[config.mk]
export PLATFORM = sky130hd
export DESIGN_NAME = id_ex_stage
export DESIGN_NICKNAME = d
export VERILOG_FILES = /design/src/rtl/cpu_pipe_pkg.sv /design/src/rtl/id_ex_fwd_unit.sv /design/src/rtl/id_ex_stage.sv
export SDC_FILE = /design/constraint.sdc
export NUM_CORES = 1
export LEC_CHECK = 0
export ABC_AREA = 1
export CAP_MARGIN = 25
export CORE_ASPECT_RATIO = 1.5
export CORE_MARGIN = 2
export CORE_UTILIZATION = 31
export CTS_CLUSTER_SIZE = 24
export DETAILED_ROUTE_END_ITERATION = 10
export PLACE_DENSITY = 0.67
export SLEW_MARGIN = 30
export SYNTH_ARGS = -nofsm -noshare
export SYNTH_HDL_FRONTEND = slang
export SYNTH_HIERARCHICAL = 1
export SYNTH_SLANG_ARGS = --single-unit
[constraint.sdc]
create_clock -name clk -period 4.65 [get_ports clk]
set_input_delay 0.93 -clock clk [delete_from_list [all_inputs] [get_ports clk]]
set_output_delay 0.93 -clock clk [all_outputs]
set_load 0.01 [all_outputs]
[src/rtl/cpu_pipe_pkg.sv]
// Shared pipeline types: register address width, x0 constant, operand-select
// encoding and the source/destination match helper used by hazard logic.
package cpu_pipe_pkg;

   localparam int REG_ADDR_W = 5;
   localparam logic [REG_ADDR_W-1:0] X0 = 5'd0;

   typedef enum logic [1:0] {
      FWD_RF    = 2'd0,
      FWD_EXMEM = 2'd1,
      FWD_MEMWB = 2'd2,
      FWD_ZERO  = 2'd3
   } fwd_sel_e;

   // A source depends on a producer only if it is really read, the producer
   // really writes, the addresses agree and the address is not x0.
   function automatic logic src_match(
      input logic                  uses,
      input logic [REG_ADDR_W-1:0] addr,
      input logic [REG_ADDR_W-1:0] rd,
      input logic                  we
   );
      return uses & we & (rd == addr) & (addr != X0);
   endfunction

endpackage

[src/rtl/id_ex_fwd_unit.sv]
// Per-source RAW dependency check, operand select and hazard detection.
// ID_EX_FWD_EN selects forwarding; otherwise every dependency stalls.
module id_ex_fwd_unit
   import cpu_pipe_pkg::*;
#(
   parameter int DATA_SIZE = 32
) (
   input  logic                  uses_rs1,
   input  logic                  uses_rs2,
   input  logic [REG_ADDR_W-1:0] rs1_addr,
   input  logic [REG_ADDR_W-1:0] rs2_addr,
   input  logic [DATA_SIZE-1:0]  rf_rs1_data,
   input  logic [DATA_SIZE-1:0]  rf_rs2_data,
   input  logic                  idex_valid,
   input  logic                  idex_reg_write,
   input  logic [REG_ADDR_W-1:0] idex_rd_addr,
   input  logic [REG_ADDR_W-1:0] exmem_rd_addr,
   input  logic                  exmem_reg_write,
   input  logic                  exmem_is_load,
   input  logic [DATA_SIZE-1:0]  exmem_result,
   input  logic [REG_ADDR_W-1:0] memwb_rd_addr,
   input  logic                  memwb_reg_write,
   input  logic [DATA_SIZE-1:0]  memwb_data,
   output logic [DATA_SIZE-1:0]  rs1_data,
   output logic [DATA_SIZE-1:0]  rs2_data,
   output logic                  hazard
);

   logic [1:0]            uses_v;
   logic [REG_ADDR_W-1:0] addr_v [2];
   logic [DATA_SIZE-1:0]  rf_v   [2];
   logic [DATA_SIZE-1:0]  op_v   [2];
   fwd_sel_e              sel_v  [2];
   logic [1:0]            m_idex;
   logic [1:0]            m_exmem;
   logic [1:0]            m_memwb;

   assign uses_v    = {uses_rs2, uses_rs1};
   assign addr_v[0] = rs1_addr;
   assign addr_v[1] = rs2_addr;
   assign rf_v[0]   = rf_rs1_data;
   assign rf_v[1]   = rf_rs2_data;

   always_comb begin
      m_idex  = '0;
      m_exmem = '0;
      m_memwb = '0;
      for (int s = 0; s < 2; s++) begin
         m_idex[s]  = src_match(uses_v[s], addr_v[s], idex_rd_addr,
                                idex_valid & idex_reg_write);
         m_exmem[s] = src_match(uses_v[s], addr_v[s], exmem_rd_addr, exmem_reg_write);
         m_memwb[s] = src_match(uses_v[s], addr_v[s], memwb_rd_addr, memwb_reg_write);
      end
   end

`ifdef ID_EX_FWD_EN
   // EX/MEM is younger than MEM/WB, so it wins when both hold the same rd.
   always_comb begin
      for (int s = 0; s < 2; s++) begin
         sel_v[s] = FWD_RF;
         if (addr_v[s] == X0)
            sel_v[s] = FWD_ZERO;
         else if (m_exmem[s] & ~exmem_is_load)
            sel_v[s] = FWD_EXMEM;
         else if (m_memwb[s])
            sel_v[s] = FWD_MEMWB;
      end
   end

   assign hazard = (|m_idex) | ((|m_exmem) & exmem_is_load);
`else
   always_comb begin
      for (int s = 0; s < 2; s++) begin
         sel_v[s] = (addr_v[s] == X0) ? FWD_ZERO : FWD_RF;
      end
   end

   assign hazard = (|m_idex) | (|m_exmem) | (|m_memwb);
`endif

   always_comb begin
      for (int s = 0; s < 2; s++) begin
         op_v[s] = rf_v[s];
         case (sel_v[s])
            FWD_ZERO:  op_v[s] = '0;
            FWD_EXMEM: op_v[s] = exmem_result;
            FWD_MEMWB: op_v[s] = memwb_data;
            default:   op_v[s] = rf_v[s];
         endcase
      end
   end

   assign rs1_data = op_v[0];
   assign rs2_data = op_v[1];

   // Forwarded data and load flag are only consumed in some build variants.
   logic unused_fwd_inputs;
   assign unused_fwd_inputs = ^{exmem_result, memwb_data, exmem_is_load};

endmodule

[src/rtl/id_ex_stage.sv]
// ID/EX pipeline register with valid/ready handshake, flush and RAW hazard
// handling. Forwarding is enabled by defining ID_EX_FWD_EN.
module id_ex_stage
   import cpu_pipe_pkg::*;
#(
   parameter int DATA_SIZE = 32,
   parameter int CTRL_W    = 16
) (
   input  logic                  clk,
   input  logic                  rst,
   input  logic                  id_valid,
   output logic                  id_ready,
   input  logic [DATA_SIZE-1:0]  id_pc,
   input  logic [DATA_SIZE-1:0]  id_imm,
   input  logic [CTRL_W-1:0]     id_ctrl,
   input  logic [REG_ADDR_W-1:0] id_rs1_addr,
   input  logic [REG_ADDR_W-1:0] id_rs2_addr,
   input  logic [REG_ADDR_W-1:0] id_rd_addr,
   input  logic                  id_uses_rs1,
   input  logic                  id_uses_rs2,
   input  logic                  id_reg_write,
   input  logic                  id_is_load,
   input  logic [DATA_SIZE-1:0]  rf_rs1_data,
   input  logic [DATA_SIZE-1:0]  rf_rs2_data,
   input  logic [REG_ADDR_W-1:0] exmem_rd_addr,
   input  logic                  exmem_reg_write,
   input  logic                  exmem_is_load,
   input  logic [DATA_SIZE-1:0]  exmem_result,
   input  logic [REG_ADDR_W-1:0] memwb_rd_addr,
   input  logic                  memwb_reg_write,
   input  logic [DATA_SIZE-1:0]  memwb_data,
   input  logic                  flush,
   input  logic                  ex_ready,
   output logic                  ex_valid,
   output logic [DATA_SIZE-1:0]  ex_pc,
   output logic [DATA_SIZE-1:0]  ex_imm,
   output logic [DATA_SIZE-1:0]  ex_rs1_data,
   output logic [DATA_SIZE-1:0]  ex_rs2_data,
   output logic [CTRL_W-1:0]     ex_ctrl,
   output logic [REG_ADDR_W-1:0] ex_rd_addr,
   output logic                  ex_reg_write,
   output logic                  ex_is_load
);

   logic                 advance;
   logic                 hazard;
   logic                 accept;
   logic [DATA_SIZE-1:0] op_rs1;
   logic [DATA_SIZE-1:0] op_rs2;

   id_ex_fwd_unit #(
      .DATA_SIZE (DATA_SIZE)
   ) u_fwd (
      .uses_rs1        (id_uses_rs1),
      .uses_rs2        (id_uses_rs2),
      .rs1_addr        (id_rs1_addr),
      .rs2_addr        (id_rs2_addr),
      .rf_rs1_data     (rf_rs1_data),
      .rf_rs2_data     (rf_rs2_data),
      .idex_valid      (ex_valid),
      .idex_reg_write  (ex_reg_write),
      .idex_rd_addr    (ex_rd_addr),
      .exmem_rd_addr   (exmem_rd_addr),
      .exmem_reg_write (exmem_reg_write),
      .exmem_is_load   (exmem_is_load),
      .exmem_result    (exmem_result),
      .memwb_rd_addr   (memwb_rd_addr),
      .memwb_reg_write (memwb_reg_write),
      .memwb_data      (memwb_data),
      .rs1_data        (op_rs1),
      .rs2_data        (op_rs2),
      .hazard          (hazard)
   );

   // Handshake: a transfer happens on an edge where valid & ready are both 1;
   // the producer holds valid and payload stable until then, and ready never
   // depends on a valid of the same side.
   assign advance  = ~ex_valid | ex_ready;
   assign id_ready = rst & advance & ~hazard & ~flush;
   assign accept   = id_valid & id_ready;

   always_ff @(posedge clk or negedge rst) begin
      if (!rst) begin
         ex_valid     <= 1'b0;
         ex_pc        <= '0;
         ex_imm       <= '0;
         ex_rs1_data  <= '0;
         ex_rs2_data  <= '0;
         ex_ctrl      <= '0;
         ex_rd_addr   <= '0;
         ex_reg_write <= 1'b0;
         ex_is_load   <= 1'b0;
      end else if (flush) begin
         ex_valid <= 1'b0;
      end else if (accept) begin
         ex_valid     <= 1'b1;
         ex_pc        <= id_pc;
         ex_imm       <= id_imm;
         ex_rs1_data  <= op_rs1;
         ex_rs2_data  <= op_rs2;
         ex_ctrl      <= id_ctrl;
         ex_rd_addr   <= id_rd_addr;
         ex_reg_write <= id_reg_write;
         ex_is_load   <= id_is_load;
      end else if (advance) begin
         ex_valid <= 1'b0;
      end
   end

endmodule
* Word-level counts from Yosys, hierarchy flattened
Cells that the tools add are included.
** Word-level totals
- Register bits :: 152
- Output and inout port bits :: 153
- Logic and storage cells :: 66
** Operators by class
- Eq/ne operators :: 12
- Muxes and demuxes :: 7
- Bitwise logic cells :: 29
- Reduce and logical (&&, ||, !) cells :: 9
** Operators by type and width (count)
- 32-bit one-hot mux with 3 select lines :: 2
- 5-bit == test :: 6
- 1-bit AND :: 23
- 5-bit logical NOT :: 2
- 5-bit nonzero test :: 2
- 2-bit == test (second input constant) :: 4
- 2-bit OR reduction :: 3
- 2-bit by 1-bit == test with 1-bit output (second input constant) :: 2
- 2-bit 2-to-1 mux :: 2
- 1-bit 2-to-1 mux :: 3
- 1-bit NOT :: 3
- 1-bit OR :: 3
- 3-bit nonzero test :: 1
- 2-bit AND reduction :: 1

* Logic depth before layout (Yosys ltp)
- Word-level depth :: 13
- Gate-level depth with buffers :: 15

* Modules after synthesis
The synthesis kept the hierarchy.
** By module, submodules not included
- id_ex_stage :: times used 1, cells an instance 662, area each 5997.0 um^2
- id_ex_fwd_unit :: times used 1, cells an instance 281, area each 1162.4 um^2

* Worst setup path after synthesis
Ideal clock, no wire load.
- Kind :: input to output
- Start :: input id_rs1_addr[1]
- End :: output id_ready
- Data arrival time :: 1980 ps
- Path slack :: 1740 ps
- Stages :: 12
- Buffers on the path :: 1
- Cells stage by stage :: inv_1 -> nand2_1 -> o21ai_0 -> nor2_1 -> nand3_1 -> nand3_1 -> nand2_1 -> nand2_1 -> nor2_2 -> nand2_1 -> nor2_4 -> buf_2
** Between the ends
- Longest elaborated chain between the ends :: 9
- Elaborated cells between the ends (all ways) :: 18
** Ends and longest elaborated chain
- from (decl) :: RTL line id_ex_stage.sv:16 : input logic [REG_ADDR_W-1:0] id_rs1_addr,
- 5-bit == test :: RTL line cpu_pipe_pkg.sv:23 : return uses & we & (rd == addr) & (addr != X0);
- 1-bit AND (2 in a row) :: RTL line cpu_pipe_pkg.sv:23
- 2-bit OR reduction :: RTL line id_ex_fwd_unit.sv:78 : assign hazard = (|m_idex) | (|m_exmem) | (|m_memwb);
- 1-bit OR :: RTL line id_ex_fwd_unit.sv:78
- 1-bit OR (*) :: RTL line id_ex_fwd_unit.sv:78
- via hazard :: RTL line id_ex_stage.sv:46 : logic hazard;
- 1-bit NOT (*) :: RTL line id_ex_stage.sv:79 : assign id_ready = rst & advance & ~hazard & ~flush;
- 1-bit AND (*) (2 in a row) :: RTL line id_ex_stage.sv:79
- to (decl) :: RTL line id_ex_stage.sv:12 : output logic id_ready,
Mark *: on every way through the listed nets, which the timed path passes. The rest lies on a longest branch.

* Worst setup path in the final report
- Start :: input id_rs2_addr[3]
- End :: output id_ready
** Between the ends
- Longest elaborated chain between the ends :: 9
- Elaborated cells between the ends (all ways) :: 18
** Ends and longest elaborated chain
- from (decl) :: RTL line id_ex_stage.sv:17 : input logic [REG_ADDR_W-1:0] id_rs2_addr,
- 5-bit == test :: RTL line cpu_pipe_pkg.sv:23
- 1-bit AND (2 in a row) :: RTL line cpu_pipe_pkg.sv:23
- 2-bit OR reduction :: RTL line id_ex_fwd_unit.sv:78
- 1-bit OR :: RTL line id_ex_fwd_unit.sv:78
- 1-bit OR (*) :: RTL line id_ex_fwd_unit.sv:78
- via hazard :: RTL line id_ex_stage.sv:46
- 1-bit NOT (*) :: RTL line id_ex_stage.sv:79
- 1-bit AND (*) (2 in a row) :: RTL line id_ex_stage.sv:79
Marks and branches as above.

==> metrics <==
Gate Count Post-Synth 943; number of different library cells in the post-synthesis netlist 19; via count 6972; share of synthesized cell area in and, or, nand and nor gates 37.1%; Total Nets Final 1492; routability congestion estimate 0.859; met1 GRT Util 22.0%; Post-Synth XOR/XNOR Area 0.122%; mux share of post-synthesis cell area 0%; layout overhead on the synthesized area 56.6%; Synth Area in Adders 0%; clock skew 0.0101 ns; number of filler cells placed in the layout 2211; Buffers on Ports 332; final max-slew violation count 0; starting DRC count in detailed routing 329; proportion of layout cells with a drive suffix above 1 3.98%; slew margin rel. 48.9%; unrepaired setup endpoints after global routing no; fraction of the mapped netlist area in compound gates 0.350%; number of H-tree levels 4; total core area 22900 um^2; total of flip-flops plus latches after synthesis 152; sum of negative setup slack 0 ns; power density normalized to cell area 390 nW/um^2; Die Footprint 24400 um^2; cell depth of the worst flop-to-flop path 14; register-to-register path setup slack 2.12 ns; total leakage power 5.82 nW; TritonCTS clock tree yes; outcome finished, final reports clean; total of cells resized after clock tree synthesis 0; maximum clock path buffer count 2; count of synthesis-stage warnings from yosys 6; via count of the first global-routing pass 6818; final critical-path required period 4.13 ns; Routed Wire Length 23.4 mm; via count normalized by instance count 4.53; maximum vdd drop 0.258 mV; Max Fclk 242 MHz; DRC violation count after routing 0; TritonCTS Sinks 152; met3 demand-to-capacity share in global routing 6.02%; Die Span X 128 um; global-route wire length before repair 36.4 mm; number of endpoints with negative hold slack in the final report 0; max cap viols 0; largest family of logic cells by synthesized area simple AND/OR/NAND/NOR gates; aggregate global-route resource usage 19.3%; post-synthesis area per instance 7.59 um^2; transition at the pin with the smallest max-transition slack 0.766 ns; Final setup viols 0; initial antenna violation count 0; drt pass-1 iters 4; top-level port count 398; total standard cell area after synthesis 7160 um^2; data required time at the worst endpoint 3.72 ns; area of all sequential standard cells 3800 um^2; antenna viol nets, final 0; synthesized net count 1188; effective utilization at floorplan 31.3%; clock latency at the later pin of the worst-skew pair 0.43 ns; Most Used Layer, Global Route met2; clock transition at the registers of the reported paths 0.07 ns; area leader, netlist sky130_fd_sc_hd__dfrtp_1; area used by multi-input combinational logic 2700 um^2; setup repair bufs after CTS 0; CP most frequent cell sky130_fd_sc_hd__nand2_1; CTS root buf sky130_fd_sc_hd__clkbuf_16; class of the tightest hold or removal check in2async; Critical Path Source Type primary input; number of core rows 68; clock buffer count from CTS 17; crit path max-delay cell type sky130_fd_sc_hd__clkdlybuf4s50_1; final worst-path cycle share 88.8%; synth top area cells sky130_fd_sc_hd__dfrtp_1, sky130_fd_sc_hd__nand2_1, sky130_fd_sc_hd__nand3_1; FF-to-FF End ex_imm[0]$_DFFE_PN0P_; DIE HEIGHT 190 um; met2 track utilization from global routing 33.8%; data arrival time of the critical path 3.20 ns; Critical Setup Path Class in2out; endpoint type of the worst setup path output pin; cell breakdown of the critical path clkdlybuf4s50_1 > inv_1 > o21ai_0 > nor2_1 > nand3_1 > nand3_1 > nand2_1 > nand2_1 > nor2_2 > nand2_1 > nor2_4 > clkdlybuf4s50_1; Synth top area share 53.1%; launch point of the worst reg-to-reg path ex_rd_addr[2]$_DFFE_PN0P_; delay of the slowest critical-path stage 0.63 ns; detailed-route wire length per cell 15.2 um; Util after Layout 49.0%; estimated wirelength of the detail-placed design 15.8 mm; Hold Buf Count CTS 0; portion of the post-synthesis area used by sequential elements 53.1%; pin count of the biggest net entering global routing 152; CP Max Fanout 4; overall overflow remaining after global route 0
## power breakdown
group	internal, mW	total (mW)	switching [mW]	leakage (nW)
Sequential	1.58	1.72	0.146	1.89
Combinational	0.707	1.27	0.558	3.65
Clock	0.841	1.39	0.545	0.274
## logic make-up (layout without fill, tap and decap cells)
kind of cell | count (synthesis) | count (layout)
AND/OR/NAND/NOR | 638 | 638
flip-flops | 152 | 152
buffers and inverters | 147 | 461
AO/OA/AOI/OAI | 5 | 5
XOR/XNOR | 1 | 1
other | 0 | 1
## cell type report
cell class | instances | share of cell area (%)
Sequential cell | 152 | 33.9
Tap cell | 280 | 3.12
Clock inverter | 6 | 0.815
Antenna cell | 1 | 0.0223
Timing Repair Buffer | 340 | 30.6
Inverter | 92 | 3.08
Multi-Input combinational cell | 644 | 24.1
Clock buffer | 23 | 4.35
## cells in the final DEF (no fill, tap or decap), types with 3 or more instances in the layout
cell                              Yosys  final
sky130_fd_sc_hd__clkbuf_16            0     17
sky130_fd_sc_hd__nand2_2              5      5
sky130_fd_sc_hd__nor2_1              21     21
sky130_fd_sc_hd__clkinvlp_4           0      3
sky130_fd_sc_hd__nand3_1            163    163
sky130_fd_sc_hd__nand2_1            442    442
sky130_fd_sc_hd__clkbuf_8             0      4
sky130_fd_sc_hd__o21ai_0              4      4
sky130_fd_sc_hd__dfrtp_1            152    152
sky130_fd_sc_hd__clkdlybuf4s50_1      0    330
sky130_fd_sc_hd__buf_12               0      4
sky130_fd_sc_hd__inv_1               91     91
sky130_fd_sc_hd__buf_4                8      5
## metal layers
layer / routed length, um / share of wire (%)
met3: 1580 / 6.8
met4: 518 / 2.2
met1: 9250 / 40
met2: 12000 / 51
met5: 0 / 0
## synthesized netlist by cell type
cell / n
sky130_fd_sc_hd__nand2_1: 442
sky130_fd_sc_hd__nor2_2: 1
sky130_fd_sc_hd__buf_2: 26
sky130_fd_sc_hd__clkbuf_1: 14
sky130_fd_sc_hd__nand2_2: 5
sky130_fd_sc_hd__nand3_1: 163
sky130_fd_sc_hd__nand4_2: 1
sky130_fd_sc_hd__inv_1: 91
sky130_fd_sc_hd__o21ai_0: 4
sky130_fd_sc_hd__nor2_4: 1
sky130_fd_sc_hd__buf_6: 7
sky130_fd_sc_hd__a21oi_1: 1
sky130_fd_sc_hd__nor2_1: 21
sky130_fd_sc_hd__buf_4: 8
sky130_fd_sc_hd__nand3_2: 2
sky130_fd_sc_hd__nor3_2: 2
sky130_fd_sc_hd__inv_2: 1
sky130_fd_sc_hd__xor2_1: 1
sky130_fd_sc_hd__dfrtp_1: 152
## worst max-delay path, delay by kind of cell
kind	cells	cell delay (ns)
AOI/OAI and AO/OA	1	0.16
buffers and inverters	3	1.36
and+or+nand+nor	8	0.76
## sequential cells by signal, summed over array words and instances, names as in the netlist
register and count:
ex_ctrl 16, ex_imm 32, ex_is_load 1, ex_pc 32, ex_rd_addr 5, ex_reg_write 1
ex_rs1_data 32, ex_rs2_data 32, ex_valid 1
## worst max-delay path by stage
stage	from	end	slack, ns	cells past startpoint
after floorplan	id_rs1_addr[1]	id_ready	1.74	12
after global placement	id_rs2_addr[3]	id_ready	0.50	12
after detailed placement	id_rs1_addr[3]	id_ready	0.50	12
after CTS	id_rs1_addr[3]	id_ready	0.49	12
after global routing	id_rs1_addr[3]	id_ready	0.36	12
final	id_rs2_addr[3]	id_ready	0.52	12
## metrics by stage
stage	instances	hold slack, ns	total power, mW	setup WS [ns]	area [um^2]
floorplan	943	0.516	2.20	1.74	7160
global placement	1508	0.461	3.01	0.499	10600
detailed placement	1508	0.464	3.02	0.498	10600
CTS	1537	0.406	4.44	0.492	11200
global route	1537	0.419	4.62	0.362	11200
finish	1538	0.408	4.37	0.521	11200
Power figures use the tool's default switching activity.
